## src/rtl/acc_dct_mc.sv

```systemverilog
// Multi-channel signed accumulator for DCT term sums: each channel sums NTERM
// signed samples and emits one rounded, saturated result per completed sum.
module acc_dct_mc #(
  parameter int unsigned IN_W  = 23,
  parameter int unsigned GUARD = 5,
  parameter int unsigned NCH   = 8,
  parameter int unsigned NTERM = 8,
  parameter int unsigned RSH   = 0,
  parameter int unsigned OUT_W = 28,
  localparam int unsigned ACC_W = IN_W + GUARD,
  localparam int unsigned CH_W  = (NCH > 1) ? $clog2(NCH) : 1
) (
  input  logic             clk,
  input  logic             reset,
  input  logic [IN_W-1:0]  in_data,
  input  logic             in_valid,
  input  logic [CH_W-1:0]  in_ch,
  input  logic             sub,
  input  logic             new1,
  input  logic             clr,
  output logic [OUT_W-1:0] out_data,
  output logic             out_valid,
  output logic [CH_W-1:0]  out_ch,
  output logic             ovf
);

  localparam int unsigned CNT_W = $clog2(NTERM + 1);
  localparam logic signed [ACC_W:0] SAT_MAX = {{(ACC_W + 2 - OUT_W){1'b0}}, {(OUT_W - 1){1'b1}}};
  localparam logic signed [ACC_W:0] SAT_MIN = {{(ACC_W + 2 - OUT_W){1'b1}}, {(OUT_W - 1){1'b0}}};

  logic signed [ACC_W-1:0] acc_q [NCH];
  logic signed [ACC_W-1:0] acc_d [NCH];
  logic [CNT_W-1:0]        cnt_q [NCH];
  logic [CNT_W-1:0]        cnt_d [NCH];
  logic                    ovf_q, ovf_d;
  logic                    out_valid_q, out_valid_d;
  logic [OUT_W-1:0]        out_data_q, out_data_d;
  logic [CH_W-1:0]         out_ch_q, out_ch_d;

  logic                    ch_ok;
  logic                    take;
  logic                    start;
  logic                    wrap_ovf;
  logic                    done;
  logic signed [ACC_W-1:0] cur_acc;
  logic [CNT_W-1:0]        cur_cnt;
  logic signed [ACC_W-1:0] samp;
  logic signed [ACC_W-1:0] add_res;
  logic signed [ACC_W-1:0] new_acc;
  logic [CNT_W-1:0]        new_cnt;
  logic signed [ACC_W:0]   ext_acc;
  logic signed [ACC_W:0]   rnd_acc;
  logic [OUT_W-1:0]        sat_acc;

  // Selected-channel datapath: load or add/subtract the incoming sample
  always_comb begin
    ch_ok   = (32'(in_ch) < NCH);
    take    = in_valid && ch_ok && !clr;
    cur_acc = '0;
    cur_cnt = '0;
    if (ch_ok) begin
      cur_acc = acc_q[in_ch];
      cur_cnt = cnt_q[in_ch];
    end
    samp     = ACC_W'($signed(in_data));
    start    = new1 || (cur_cnt == '0);
    add_res  = sub ? (cur_acc - samp) : (cur_acc + samp);
    wrap_ovf = (sub ? (cur_acc[ACC_W-1] != samp[ACC_W-1])
                    : (cur_acc[ACC_W-1] == samp[ACC_W-1]))
               && (add_res[ACC_W-1] != cur_acc[ACC_W-1]);
    new_acc  = start ? samp : add_res;
    new_cnt  = start ? CNT_W'(1) : (cur_cnt + CNT_W'(1));
    done     = (new_cnt == CNT_W'(NTERM));
  end

  assign ext_acc = (ACC_W + 1)'(new_acc);

  // Round-half-up shift, done one bit wider so the bias cannot wrap
  generate
    if (RSH > 0) begin : g_round
      localparam logic [ACC_W:0] HALF = (ACC_W + 1)'(1) << (RSH - 1);
      assign rnd_acc = $signed(ext_acc + HALF) >>> RSH;
    end else begin : g_pass
      assign rnd_acc = ext_acc;
    end
  endgenerate

  always_comb begin
    if (rnd_acc > SAT_MAX) begin
      sat_acc = SAT_MAX[OUT_W-1:0];
    end else if (rnd_acc < SAT_MIN) begin
      sat_acc = SAT_MIN[OUT_W-1:0];
    end else begin
      sat_acc = rnd_acc[OUT_W-1:0];
    end
  end

  // Next-state: clear beats samples; a completing channel rearms to zero terms
  always_comb begin
    acc_d       = acc_q;
    cnt_d       = cnt_q;
    ovf_d       = ovf_q;
    out_valid_d = 1'b0;
    out_data_d  = out_data_q;
    out_ch_d    = out_ch_q;
    if (clr) begin
      for (int i = 0; i < NCH; i++) begin
        acc_d[i] = '0;
        cnt_d[i] = '0;
      end
      ovf_d = 1'b0;
    end else if (take) begin
      acc_d[in_ch] = new_acc;
      cnt_d[in_ch] = done ? '0 : new_cnt;
      if (!start && wrap_ovf) begin
        ovf_d = 1'b1;
      end
      if (done) begin
        out_valid_d = 1'b1;
        out_data_d  = sat_acc;
        out_ch_d    = in_ch;
      end
    end
  end

  always_ff @(posedge clk or negedge reset) begin
    if (!reset) begin
      for (int i = 0; i < NCH; i++) begin
        acc_q[i] <= '0;
        cnt_q[i] <= '0;
      end
      ovf_q       <= 1'b0;
      out_valid_q <= 1'b0;
      out_data_q  <= '0;
      out_ch_q    <= '0;
    end else begin
      acc_q       <= acc_d;
      cnt_q       <= cnt_d;
      ovf_q       <= ovf_d;
      out_valid_q <= out_valid_d;
      out_data_q  <= out_data_d;
      out_ch_q    <= out_ch_d;
    end
  end

  assign out_data  = out_data_q;
  assign out_valid = out_valid_q;
  assign out_ch    = out_ch_q;
  assign ovf       = ovf_q;

endmodule
```

## config.mk

```make
export PLATFORM = sky130hd
export DESIGN_NAME = acc_dct_mc
export DESIGN_NICKNAME = d
export VERILOG_FILES = /design/src/rtl/acc_dct_mc.sv
export SDC_FILE = /design/constraint.sdc
export NUM_CORES = 1
export LEC_CHECK = 0
export ABC_AREA = 1
export CORE_UTILIZATION = 35
export DETAILED_ROUTE_END_ITERATION = 12
export DONT_BUFFER_PORTS = 1
export PLACE_DENSITY = 0.55
export SETUP_SLACK_MARGIN = 0.02
export SYNTH_ARGS = -nofsm -noshare
export SYNTH_HDL_FRONTEND = slang
export SYNTH_SLANG_ARGS = --single-unit
```

## constraint.sdc

```tcl
create_clock -name clk -period 3.3 [get_ports clk]
set_input_delay 0.66 -clock clk [delete_from_list [all_inputs] [get_ports clk]]
set_output_delay 0.66 -clock clk [all_outputs]
set_load 0.01 [all_outputs]
```

==> results.sh <==
export IMPL_grt_overflow_total=0
export IMPL_synth_warning_count=0
export IMPL_cts_made_buffers=35
export IMPL_critical_path_n_buffers_inverters=6
export IMPL_fin_skew_ps=16.8
export IMPL_worst_ep_required_time_ps=3720
export IMPL_synth_fp_nets=1956
export IMPL_fp_dieH_um=209
export IMPL_final_setup_viol_count=0
export IMPL_detailedPlacementHpwl_um=38500
export IMPL_max_vdd_ir_drop_v=0.000301
export IMPL_synth_cell_area_um2=15000
export IMPL_synth_area_per_cell_um2=7.93
export IMPL_grt_setup_unrepaired="true"
export IMPL_core_area_um2=42100
export IMPL_track_usage_pct=25.2
export IMPL_synth_top_cells_by_area="dfrtp_1 48%, nand2_1 16%, o21ai_0 5.5%, inv_1 5.1%, o22ai_1 3.5%"
export IMPL_finalHoldViolations=289
export IMPL_cap_violations=0
export IMPL_routability_driven_placement_congestion_ratio=0.925
export IMPL_clk_pin_slew_ps=60
export IMPL_floorplan_initialDensity_pct=35.6
export IMPL_critical_path_endpoint_type="flip-flop"
export IMPL_cts_tree="done"
export IMPL_detailedRoute_firstIterationViolations=1146
export IMPL_kind_of_cell_adding_the_most_delay_to_the_critical_path="simple AND/OR/NAND/NOR gates"
export IMPL_insertion_delay_ps=530
export IMPL_port_buffer_count=0
export IMPL_p_per_area_nw_per_um2=485
export IMPL_final_critical_path_setup_slack_ps=97.7
export IMPL_vias_in_the_first_global_route=13714
export IMPL_yosysTopAreaCellShare_pct=48.2
export IMPL_post_synthesis_instance_total=1893
export IMPL_critical_path_class="input pin to flip-flop"
export IMPL_cts_root_buffer_cell="clkbuf_16"
export IMPL_worst_path_cell_trace="nand3_1 -> inv_4 -> buf_4 -> buf_4 -> nand2_1 -> o2111ai_1 -> ha_1 -> nand2_2 -> inv_1 -> a21oi_2 -> nand3_2 -> buf_4 -> nand2_2 -> inv_1 -> nor2_1 -> nand3_1 -> nand3_4 -> nand2_8 -> nand2_1 -> nand2_1"
export IMPL_layout_cells_non_filler=2618
export IMPL_cts_max_level=2
export IMPL_critical_path_arrival_ps=3620
export IMPL_synthFlopType="dfrtp_1"
export IMPL_fin_util_pct=45.0
export IMPL_detail_route_wl_per_cell_um=21.1
export IMPL_grt_max_degree=290
export IMPL_async_reset_ff_share_pct=100
export IMPL_critical_path_peak_fanout=40
export IMPL_netlist_top_cells_count="623 x nand2_1, 289 x dfrtp_1, 203 x inv_1"
export IMPL_synth_seq_area_share_pct=48.2
export IMPL_worst_hold_check_path_type="input pin to asynchronous set/reset pin"
export IMPL_cp_endpoint="acc_q[195]$_DFFE_PN0P_"
export IMPL_postRouteAntennaNets=0
export IMPL_critPathLaunchType="input pin"
export IMPL_finalCriticalPeriod_ps=3200
export IMPL_synth_enable_flop_cells=0
export IMPL_num_io_pins=65
export IMPL_reg2reg_to="acc_q[195]$_DFFE_PN0P_"
export IMPL_fill_count=4136
export IMPL_worst_slew_pin_slew_ps=1110
export IMPL_worst_r2r_path_depth=19
export IMPL_antenna_violations_before_repair=0
export IMPL_netlist_cell_type_count=41
export IMPL_core_rowCount=75
export IMPL_post_layout_total_power_mw=9.20
export IMPL_rrSetupSlack_ps=200
export IMPL_vias=14080
export IMPL_nets=2121
export IMPL_min_period_over_period_pct=97.0
export IMPL_drt_first_pass_iters=8
export IMPL_area_growth_syn_to_layout_pct=26.3
export IMPL_fmax_mhz=312
export IMPL_slew_violations=0
export IMPL_total_clock_sinks=289
export IMPL_post_drt_via_cell_ratio=5.38
export IMPL_detailedPlace_worstSlack_ps=-740
export IMPL_status="finished with violations"
export IMPL_n_diodes=0
export IMPL_place_inst=2548
export IMPL_crit_cells=20
export IMPL_regToRegStartpoint="acc_q[177]$_DFFE_PN0P_"
export IMPL_drc=0
export IMPL_yosysTopAreaCell="dfrtp_1"
export IMPL_synth_ff_latch_count=289
export IMPL_cp_startpoint="in_ch[0]"
export IMPL_crit_slowest_cell="ha_1"
export IMPL_final_layout_size_suffix_gt1_share_pct=19.9
export IMPL_die_width_um=209
export IMPL_violated_checks="hold timing"
export IMPL_grt_pass1_wl_um=83600
export IMPL_totalWireLength_um=55200
export IMPL_number_of_buffers_on_the_longest_clock_path=3
export IMPL_power_leakage_nw=9.14
export IMPL_final_hold_worst_slack_ps=-176
export IMPL_worst_slew_margin_rel_pct=26.1
export IMPL_synth_most_common_cell="nand2_1"
export IMPL_fp_dieArea_um2=43700
export IMPL_worst_path_largest_cell_delay_ps=360
==> worst reg2reg max path, cell delays in order (launching register included) <==
cell	delay [ps]
dfrtp_1	360
inv_1	70
o22ai_1	100
a221oi_2	210
buf_4	160
o2111ai_1	180
ha_1	410
nand2_2	110
inv_1	70
a21oi_2	230
nand3_2	160
buf_4	180
nand2_2	90
inv_1	50
nor2_1	80
nand3_1	110
nand3_4	170
nand2_8	100
nand2_1	100
nand2_1	50
==> layout by cell type, fill, tap and decap left out, types with 8 or more instances in the layout <==
cell type	synthesis	layout
nand3_1	47	41
nand2_4	1	11
nand2_1	623	600
nor2_2	4	15
o22ai_1	83	83
clkbuf_16	0	37
ha_1	30	19
buf_4	6	175
o21ai_2	25	28
a221oi_2	0	13
inv_2	13	16
nand4_1	19	19
buf_12	0	23
o21ai_0	165	146
ha_4	0	9
a21oi_1	37	30
a22oi_1	30	30
nor2_1	77	62
xor2_1	30	29
o21ai_1	49	64
inv_1	203	198
dfrtp_1	289	289
a221oi_1	21	8
nand2_2	11	24
==> worst min path at each step <==
stage                     slack (ps)                    end
after floorplan                  360   acc_q[0]$_DFFE_PN0P_
after global placement           380  out_ch[1]$_DFFE_PN0P_
after detailed placement         380  out_ch[1]$_DFFE_PN0P_
after CTS                       -180  out_ch[1]$_DFFE_PN0P_
after global routing            -190   cnt_q[9]$_DFFE_PN0P_
final                           -180   cnt_q[9]$_DFFE_PN0P_
==> what timing repair did <==
action / in CTS / in global routing
gates resized for setup: 12 / 115
buffers inserted: 0 / 11
endpoints found under the setup margin: 91 / 149
cloned: 0 / 1
hold endpoints to repair: 289 / 289
pin swaps: 4 / 39
==> layout make-up <==
class,instances,area [um2],area share (%)
clock buffer,49,1020,5.38
clock inverter,9,176,0.930
inverter,222,840,4.43
multi-input combinational,1308,7200,38.0
sequential,289,7230,38.1
tap,539,674,3.56
timing repair buffer,202,1820,9.59
==> routing by layer <==
layer  track usage (%)  vias to the layer above  wire length [um]
met2              40.9                      459             25900
met5                 0                        -                 0
met4              9.36                        0              2050
met1              34.4                     6938             24300
li1                  -                     6574                 -
met3              3.19                      109              2910
==> report_power, final <==
part	internal, mW	leakage [nW]	switching, mW
Clock	2.54	0.583	1.53
Combinational	0.558	4.55	0.882
Sequential	3.64	4.01	0.0553
==> cells by family (layout without fill, tap and decap cells) <==
| group | Yosys count | count (layout) | share of synthesized area [%] |
|---|---|---|---|
| xor gates and xnor gates | 35 | 35 | 2.04 |
| AOI/OAI and AO/OA | 442 | 442 | 17.8 |
| adders and majority gates | 31 | 31 | 2.63 |
| buffers and inverters | 297 | 482 | 7.95 |
| DFF | 289 | 289 | 48.2 |
| and+or+nand+nor | 799 | 800 | 21.4 |
==> per-stage QoR <==
stage,hold slack [ps],setup TNS [ps],area [um2]
detailed placement,378,-91630,17200
global route,-195,-439,19000
global placement,378,-88990,17200
CTS,-182,0,18400
floorplan,364,0,15100
finish,-176,0,19000
==> state kept, by name, indices dropped and copies added (netlist names) <==
name	flops
acc_q	224
cnt_q	32
out_ch	3
out_data	28
out_valid	1
ovf	1
Note: power is estimated with default switching activity, not from simulation.
